## config.mk

```make
export PLATFORM = sky130hd
export DESIGN_NAME = seq_mag_comparator
export DESIGN_NICKNAME = d
export VERILOG_FILES = /design/src/rtl/seq_mag_comparator_pkg.sv /design/src/rtl/seq_mag_comparator_digit_cmp.sv /design/src/rtl/seq_mag_comparator.sv
export SDC_FILE = /design/constraint.sdc
export NUM_CORES = 1
export LEC_CHECK = 0
export CAP_MARGIN = 0
export CORE_MARGIN = 5
export CORE_UTILIZATION = 47
export DETAILED_ROUTE_END_ITERATION = 8
export GPL_TIMING_DRIVEN = 0
export PLACE_DENSITY = 0.76
export SYNTH_ARGS = -nofsm -noshare
export SYNTH_HDL_FRONTEND = slang
export SYNTH_SLANG_ARGS = --single-unit
```

## constraint.sdc

```tcl
create_clock -name clk -period 1.53 [get_ports clk]
set_input_delay 0.153 -clock clk [delete_from_list [all_inputs] [get_ports clk]]
set_output_delay 0.153 -clock clk [all_outputs]
set_load 0.01 [all_outputs]
```

## src/rtl/seq_mag_comparator_pkg.sv

```systemverilog
// Shared encodings for the multi-cycle magnitude comparator.
// FSM state codes and latched result codes.
package seq_mag_comparator_pkg;

  typedef enum logic [1:0] {
    S_IDLE = 2'd0,
    S_RUN  = 2'd1,
    S_DONE = 2'd2
  } state_e;

  localparam logic [1:0] R_NONE = 2'd0;
  localparam logic [1:0] R_GT   = 2'd1;
  localparam logic [1:0] R_EQ   = 2'd2;
  localparam logic [1:0] R_LT   = 2'd3;

endpackage

```

## src/rtl/seq_mag_comparator_digit_cmp.sv

```systemverilog
// Combinational greater/less compare of one DIGIT-bit digit.
// Used on the top digit of the comparator shift registers.
module digit_cmp #(
  parameter int DIGIT = 2
) (
  input  logic [DIGIT-1:0] a_i,
  input  logic [DIGIT-1:0] b_i,
  output logic             gt_o,
  output logic             lt_o
);

  assign gt_o = a_i > b_i;
  assign lt_o = a_i < b_i;

endmodule

```

## src/rtl/seq_mag_comparator.sv

```systemverilog
// MSB-first digit-serial magnitude comparator, valid/ready both sides.
// Define CMP_SIGNED_EN to add the sgn port (two's-complement compare).
module seq_mag_comparator
  import seq_mag_comparator_pkg::*;
#(
  parameter int WIDTH      = 16,
  parameter int DIGIT      = 2,
  parameter bit EARLY_EXIT = 1'b1
) (
  input  logic             clk,
  input  logic             rst_n,
  input  logic             in_valid,
  output logic             in_ready,
  input  logic [WIDTH-1:0] a,
  input  logic [WIDTH-1:0] b,
`ifdef CMP_SIGNED_EN
  input  logic             sgn,
`endif
  output logic             out_valid,
  input  logic             out_ready,
  output logic             agtb,
  output logic             aeqb,
  output logic             altb,
  output logic             busy
);

  localparam int NDIG = WIDTH / DIGIT;
  localparam int CW   = (NDIG > 1) ? $clog2(NDIG) : 1;

  if (WIDTH % DIGIT != 0) begin : g_bad_cfg
    $error("WIDTH must be a multiple of DIGIT");
  end

  state_e           state_q, state_d;
  logic [CW-1:0]    cnt_q, cnt_d;
  logic [WIDTH-1:0] a_q, a_d;
  logic [WIDTH-1:0] b_q, b_d;
  logic [1:0]       res_q, res_d;
  logic [WIDTH-1:0] flip;
  logic             dgt, dlt;

  always_comb begin
    flip = '0;
`ifdef CMP_SIGNED_EN
    // Flipping the sign bit maps two's-complement order onto unsigned order.
    flip[WIDTH-1] = sgn;
`endif
  end

  digit_cmp #(
    .DIGIT(DIGIT)
  ) u_digit (
    .a_i (a_q[WIDTH-1 -: DIGIT]),
    .b_i (b_q[WIDTH-1 -: DIGIT]),
    .gt_o(dgt),
    .lt_o(dlt)
  );

  always_comb begin
    state_d = state_q;
    cnt_d   = cnt_q;
    a_d     = a_q;
    b_d     = b_q;
    res_d   = res_q;
    unique case (state_q)
      S_IDLE: begin
        if (in_valid) begin
          a_d     = a ^ flip;
          b_d     = b ^ flip;
          cnt_d   = CW'(NDIG - 1);
          res_d   = R_NONE;
          state_d = S_RUN;
        end
      end
      S_RUN: begin
        // First difference wins; later digits never overwrite it.
        if (res_q == R_NONE && (dgt || dlt))
          res_d = dgt ? R_GT : R_LT;
        if (res_q == R_NONE && (dgt || dlt) && EARLY_EXIT) begin
          state_d = S_DONE;
        end else begin
          a_d   = a_q << DIGIT;
          b_d   = b_q << DIGIT;
          cnt_d = cnt_q - CW'(1);
          if (cnt_q == '0) begin
            state_d = S_DONE;
            if (res_d == R_NONE)
              res_d = R_EQ;
          end
        end
      end
      S_DONE: begin
        if (out_ready) begin
          state_d = S_IDLE;
          res_d   = R_NONE;
        end
      end
      default: state_d = S_IDLE;
    endcase
  end

  always_ff @(posedge clk or negedge rst_n) begin
    if (!rst_n) begin
      state_q <= S_IDLE;
      cnt_q   <= '0;
      a_q     <= '0;
      b_q     <= '0;
      res_q   <= R_NONE;
    end else begin
      state_q <= state_d;
      cnt_q   <= cnt_d;
      a_q     <= a_d;
      b_q     <= b_d;
      res_q   <= res_d;
    end
  end

  assign in_ready  = state_q == S_IDLE;
  assign out_valid = state_q == S_DONE;
  assign busy      = (state_q == S_RUN) || (state_q == S_DONE);
  assign agtb      = out_valid && (res_q == R_GT);
  assign aeqb      = out_valid && (res_q == R_EQ);
  assign altb      = out_valid && (res_q == R_LT);

endmodule

```

==> results of run 1 <==
-- cell usage after synthesis, drive strengths merged --
master / count
a31oi: 2
inv: 8
nor4: 1
a22oi: 6
o32a: 2
ha: 8
and3: 2
nand2: 28
nor2b: 1
nand2b: 4
a311o: 1
a21o: 1
a22o: 4
clkbuf: 11
a2bb2oi: 18
a221oi: 1
nor2: 4
o22ai: 3
buf: 12
nor3: 2
nor3b: 1
and2: 4
a211oi: 1
a311oi: 2
nand4: 4
mux2i: 2
mux2: 1
o22a: 2
nand3: 66
dfrtp: 39
a21oi: 1
a32oi: 5
-- kinds of logic after synthesis --
| family | after synthesis | synth area share |
|---|---|---|
| AO/OA/AOI/OAI | 49 | 0.189 |
| AND/OR/NAND/NOR | 117 | 0.253 |
| multiplexers | 3 | 0.0137 |
| adder cells (fa/ha/maj) | 8 | 0.0440 |
| flip-flops | 39 | 0.429 |
| buffers and inverters | 31 | 0.0715 |
-- registers in the layout, indices dropped and copies added (netlist names) --
register	cells
a_q	16
b_q	16
cnt_q	3
res_q	2
state_q	2
-- how the worst min path moves through the flow --
stage / to / startpoint / slack (ps)
global route: b_q[11] / rst_n / 330
finish: b_q[11] / rst_n / 300
global placement: a_q[1] / a_q[1] / 490
floorplan: a_q[0] / rst_n / -140
detailed placement: state_q[0] / rst_n / 100
CTS: b_q[12] / rst_n / 310
-- worst max-delay path, delay by kind of cell (launching register included) --
| family | cells | cell delay (ps) |
|---|---|---|
| flops | 1 | 440 |
| simple gates | 2 | 210 |
| buf+inv | 2 | 290 |
| fa+ha+maj | 1 | 200 |
| mux | 1 | 350 |
| compound gates | 1 | 210 |
-- routing by layer --
layer,track usage,vias to the layer above,share of wire
li1,-,1074,-
met1,0.311,1205,0.39
met2,0.399,123,0.53
met3,0.0632,16,0.064
met4,0.0498,0,0.017
met5,0,-,0
-- final cells by class --
| cell class | count | share of cell area |
|---|---|---|
| tap | 67 | 0.0219 |
| multi-input combinational | 177 | 0.431 |
| inverter | 8 | 0.00786 |
| timing repair buffer | 74 | 0.187 |
| clock buffer | 6 | 0.0216 |
| clock inverter | 2 | 0.00917 |
| sequential | 39 | 0.256 |
| buffer | 21 | 0.0655 |
-- repair_timing --
action | 4_1_cts | 5_1_grt
resized for setup | 93 | 55
hold buffers | 1 | 0
hold endpoints to repair | 14 | 0
setup buffers | 21 | 6
setup endpoints to repair | 45 | 42
cloned | 3 | 1
pin swaps | 21 | 30
-- power breakdown --
part           switching [µW]  internal, µW
logic                    3830          3870
registers                 458          1560
clock network             401           528
total                    4690          5950
-- per-stage QoR --
stage	power [µW]	instance area, µm²	setup WS (ps)	hold slack, ps	cells
after floorplan	5340	2360	-23.1	-143	247
after global placement	6360	2860	-744	491	355
after detailed placement	6440	2870	-415	96.0	356
after CTS	9140	3520	-158	308	388
after global routing	11100	3820	-346	333	394
final	10600	3820	-285	305	394
==> summary.md, run 1 <==
| Metric | Value |
|---|---|
| Inserted Diodes | 0 |
| Initial core utilization | 0.482 |
| Area occupied by multi-input gates | 0.00165 mm² |
| Drt wl/cell | 21.5 µm |
| Synth top area cells | dfrtp_1 43%, nand3_1 15%, a2bb2oi_1 6.9% |
| DR vias/cell | 6.14 |
| Fmax | 0.551 GHz |
| NumNets Final | 370 |
| Final hold violations | 0 |
| All-Layer GR Usage | 0.239 |
| Fin Setup TNS | -7680 ps |
| Largest net degree at the start of global routing | 26 |
| Clk_skew | 6.55 ps |
| Sequential cell area | 977 µm² |
| Layout cells sized above 1 | 0.468 |
| Core box area | 0.00472 mm² |
| Total vias in the final route | 2,418 |
| CTS sink cnt | 39 |
| Clock buffer count from CTS | 5 |
| Clock Pin Slew Worst Setup and Hold Paths | 80 ps |
| FF-to-FF path depth | 7 |
| Skew-Pair Late Insertion Delay | 310 ps |
| Die height | 79.6 µm |
| Root Driver | clkbuf_8 |
| Placer congestion estimate | 0.830 |
| Synth warn | 0 |
| Layout Utilization | 0.809 |
| Commonest non-fill, non-tap cells in the layout | 38 x dfrtp_1, 36 x nand3_2, 34 x clkdlybuf4s50_1, 30 x nand3_1, 25 x nand2_1 |
| Grt ovf | 0 |
| Critical path's largest stage delay | 440 ps |
| CTS tree | yes |
| Data arrival time of the worst path | 2000 ps |
| Port bufs | 41 |
| CP Class | reg2reg |
| Req. time, crit path | 1710 ps |
| Die Span X | 79.6 µm |
| Synthesized area | 0.00228 mm² |
| Fin worst setup slack | -285 ps |
| Critical Path Source | state_q[0] |
| Period utilization | 1.19 |
| Hold Path Class | in2async |
| Vias in the first global route | 2,320 |
| Antenna Nets Post-Route | 0 |
| Hpwl dp | 4.40 mm |
| Remaining DRCs | 0 |
| Yosys reg bits | 39 |
| R2R Setup Slk | -280 ps |
| Slew Limit Headroom | 0.724 |
| DIE AREA | 0.00633 mm² |
| First-pass GRT wire length | 11.7 mm |
| Area grow syn2layout | 67.9% |
| CTS H-tree depth | 2 |
| FILL cells | 269 |
| Worst R2R End | b_q[5] |
| Reg-to-reg startpoint | state_q[0] |
| Crit path capture | b_q[5] |
| Worst setup EP type | flop |
| CP max-delay cell | dfrtp_1 |
| Synth area leader | dfrtp_1 |
| Startpoint Class | flop |
| Status | complete, but fails checks |
| Initial drt markers | 218 |
| Final Max Tran Viols | 0 |
| Setup violations, final | 42 |
| Critical-path cell list | inv_2, ha_4, mux2i_4, nor2_4, buf_8, a32oi_2, nand3_1 |
| Drt first pass iters | 5 |
| Crit Path Max Fanout | 8 |
| WL final | 8.48 mm |
| Max clock buf depth | 2 |
| Post-synthesis cell type count | 37 |
| Crit path time final | 1810 ps |
| Actual slew at the worst max-slew pin | 414 ps |
| Row cnt | 25 |
| Cell Pwr Density | 2780 mW/mm² |
| VDD IR max | 0.00168 V |
| Most common cell after layout, fill and taps aside | dfrtp_1 |
| Mapped Cells | 247 |
| Leakage | 0.00162 µW |
| Ports | 42 |
| Failing checks | setup timing |
| Synth top area share | 0.429 |
| Synthesized area per cell | 9.21 µm² |
| Initial antenna violation count | 0 |
| RSZ-0062 raised after global routing | true |
| Register area share after synthesis | 0.429 |
| Post-Syn Nets | 291 |
| Max Cap Viol | 0 |
Note: power is estimated with default switching activity, not from simulation.
==> inputs of run 2 (changes only) <==
ABC_AREA = 1   (was not set)
CORE_UTILIZATION = 46   (was 47)
PLACE_DENSITY = 0.75   (was 0.76)
==> summary.md, run 2 <==
| Metric | Value |
|---|---|
| Status | complete, but fails checks (unchanged) |
| Failing checks | hold timing, setup timing (was setup timing) |
| R2R Setup Slk | -50 ps (was -280 ps) |
| Row cnt | 24 (was 25) |
| Synth top cells by count | 75 x nand2_1, 43 x inv_1, 39 x dfrtp_1 (was 66 x nand3_1, 39 x dfrtp_1, 28 x nand2_1) |
| Max Cap Viol | 0 (unchanged) |
| CP Class | reg2reg (unchanged) |
| CTS H-tree depth | 2 (unchanged) |
| Inserted Diodes | 0 (unchanged) |
| Worst setup EP type | flop (unchanged) |
| Critical Path Source | b_q[14] (was state_q[0]) |
| Hold Slack | -22.1 ps (was 305 ps) |
| WL met2 | 2.54 mm (was 4.47 mm) |
| DR vias/cell | 4.98 (was 6.14) |
| Crit path time final | 1580 ps (was 1810 ps) |
| Post-Syn Nets | 313 (was 291) |
| Ports | 42 (unchanged) |
| Mapped Cells | 269 (was 247) |
| Fin worst setup slack | -52.1 ps (was -285 ps) |
| Worst R2R End | a_q[9] (was b_q[5]) |
| Max clock buf depth | 2 (unchanged) |
| Skew-Pair Late Insertion Delay | 290 ps (was 310 ps) |
| Post-synthesis cell type count | 21 (was 37) |
| Total vias in the final route | 1,898 (was 2,418) |
| Initial core utilization | 0.481 (was 0.482) |
| Initial antenna violation count | 0 (unchanged) |
| Yosys reg bits | 39 (unchanged) |
| Root Driver | clkbuf_8 (unchanged) |
| FILL cells | 383 (was 269) |
| Area grow syn2layout | 41.5% (was 67.9%) |
| Synth area leader | dfrtp_1 (unchanged) |
| Most common cell after layout, fill and taps aside | nand2_1 (was dfrtp_1) |
| Final hold violations | 31 (was 0) |
| Startpoint Class | flop (unchanged) |
| Clock buffer count from CTS | 5 (unchanged) |
| Grt ovf | 0 (unchanged) |
| Clock Pin Slew Worst Setup and Hold Paths | 80 ps (about the same) |
| Hpwl dp | 3.45 mm (was 4.40 mm) |
| Req. time, crit path | 1710 ps (about the same) |
| Clk_skew | 6.65 ps (was 6.55 ps) |
| Drt first pass iters | 7 (was 5) |
| All-Layer GR Usage | 0.176 (was 0.239) |
| Register area share after synthesis | 0.457 (was 0.429) |
| Largest regs | a_q x16, b_q x16, cnt_q x3 (unchanged) |
| Commonest non-fill, non-tap cells in the layout | 42 x nand2_1, 39 x inv_1, 39 x dfrtp_1, 34 x clkdlybuf4s50_1, 29 x nand2_2 (was 38 x dfrtp_1, 36 x nand3_2, 34 x clkdlybuf4s50_1, 30 x nand3_1, 25 x nand2_1) |
| First-pass GRT wire length | 8.61 mm (was 11.7 mm) |
| Crit path capture | a_q[9] (was b_q[5]) |
| Die height | 78.2 µm (was 79.6 µm) |
| Primary FF master, synth | dfrtp_1 (unchanged) |
| Actual slew at the worst max-slew pin | 895 ps (was 414 ps) |
| VDD IR max | 0.00125 V (was 0.00168 V) |
| Leakage | 0.00148 µW (was 0.00162 µW) |
| Vias in the first global route | 1,890 (was 2,320) |
| Placer congestion estimate | 0.819 (was 0.830) |
| Crit Path Max Fanout | 7 (was 8) |
| Remaining DRCs | 0 (unchanged) |
| Pre-CTS WS | -206 ps (was -415 ps) |
| Synth top area cells | dfrtp_1 46%, nand2_1 13%, inv_1 7.6% (was dfrtp_1 43%, nand3_1 15%, a2bb2oi_1 6.9%) |
| Reg-to-reg startpoint | b_q[14] (was state_q[0]) |
| Cell Pwr Density | 2650 mW/mm² (was 2780 mW/mm²) |
| Final Max Tran Viols | 0 (unchanged) |
| Die Span X | 78.2 µm (was 79.6 µm) |
| Core box area | 0.00444 mm² (was 0.00472 mm²) |
| Port bufs | 41 (unchanged) |
| Antenna Nets Post-Route | 0 (unchanged) |
| FF-to-FF path depth | 11 (was 7) |
| Synth top area share | 0.457 (was 0.429) |
| Synthesized area | 0.00214 mm² (was 0.00228 mm²) |
| CTS sink cnt | 39 (unchanged) |
| Top routing layer used | met4 (unchanged) |
| CTS tree | yes (unchanged) |
| Routed wl met3 | 302 µm (was 545 µm) |
| Drt wl/cell | 13.8 µm (was 21.5 µm) |
| Setup violations, final | 30 (was 42) |
| Top-count cell post-synth | nand2_1 (was nand3_1) |
| Post-synth EDFFs | 0 (unchanged) |
| Async set-reset flop share out of synthesis | 1.00 (unchanged) |
| Fmax | 0.632 GHz (was 0.551 GHz) |
| Largest net degree at the start of global routing | 40 (was 26) |
| Layout cells sized above 1 | 0.328 (was 0.468) |
| M1 WL | 2.33 mm (was 3.32 mm) |
| Initial drt markers | 87 (was 218) |
| NumNets Final | 373 (was 370) |
| WL final | 5.27 mm (was 8.48 mm) |
| Fin Setup TNS | -973 ps (was -7680 ps) |
| Synthesized area per cell | 7.94 µm² (was 9.21 µm²) |
| Period utilization | 1.03 (was 1.19) |
| RSZ-0062 raised after global routing | true (unchanged) |
| Synth warn | 0 (unchanged) |
| Data arrival time of the worst path | 1760 ps (was 2000 ps) |
| Hold Path Class | in2async (unchanged) |
| DIE AREA | 0.00611 mm² (was 0.00633 mm²) |
| Slew Limit Headroom | 0.404 (was 0.724) |
-- run 2: area by class of cell --
| type | instances | area [µm²] | area share |
|---|---|---|---|
| clock inverters | 1 | 5.00 | 0.00165 |
| multi-input cells | 172 | 1090 | 0.360 |
| clock buffers | 6 | 82.6 | 0.0273 |
| repair buffers | 54 | 510 | 0.169 |
| flip-flops and latches | 39 | 976 | 0.323 |
| plain buffers | 13 | 130 | 0.0430 |
| inverters | 44 | 165 | 0.0546 |
| well taps | 52 | 65.1 | 0.0215 |
-- run 2: worst min path at each step --
stage | start | to | slack, ps | cells past startpoint
2_1_floorplan | rst_n | a_q[0] | -140 | 0
3_3_place_gp | a_q[12] | a_q[12] | 490 | 2
3_5_place_dp | rst_n | a_q[0] | 330 | 1
4_1_cts | rst_n | a_q[0] | 10 | 1
5_1_grt | rst_n | a_q[1] | 50 | 1
6_report | rst_n | a_q[1] | -20 | 1
-- run 2: report_power, final --
group | switching, µW | internal [µW]
combinational | 3060 | 2460
clock | 360 | 354
sequential | 197 | 1580
total | 3620 | 4400
-- run 2: metrics by stage --
stage / power (µW) / util / area [µm²] / hold slack [ps] / instances
after global placement: 5590 / 0.592 / 2630 / 492 / 362
after detailed placement: 5730 / 0.591 / 2630 / 326 / 362
after floorplan: 4740 / - / 2160 / -143 / 269
after global routing: 8650 / 0.680 / 3020 / 53.8 / 381
after CTS: 6960 / 0.634 / 2820 / 14.5 / 379
final: 8010 / 0.680 / 3020 / -22.1 / 381
-- run 2: cell families after synthesis --
kind of cell / share of synthesized area
AO/OA/AOI/OAI: 0.190
XOR/XNOR: 0.00410
adder cells (fa/ha/maj): 0.0468
buffers and inverters: 0.124
flip-flops: 0.457
AND/OR/NAND/NOR: 0.178
-- run 2: what timing repair did --
action,4_1_cts,5_1_grt
gates resized for setup,36,57
gates cloned,2,1
pin swaps,2,8
hold buffers,0,0
setup endpoints to repair,43,40
buffers inserted,10,1
-- run 2: worst max-delay path, stage by stage, from the launching register on --
cell and delay (ps):
dfrtp_1 400, ha_1 290, nand2_1 60, inv_1 40, nand2_2 50, nand2_2 60
nand2_2 90, nand2_4 70, buf_12 150, clkbuf_16 160, nand2_2 60, o21ai_2 50
-- run 2: routing by layer --
layer	vias up	track usage
li1	960	-
met5	-	0
met2	65	0.295
met3	12	0.0412
met1	861	0.226
met4	0	0.0542
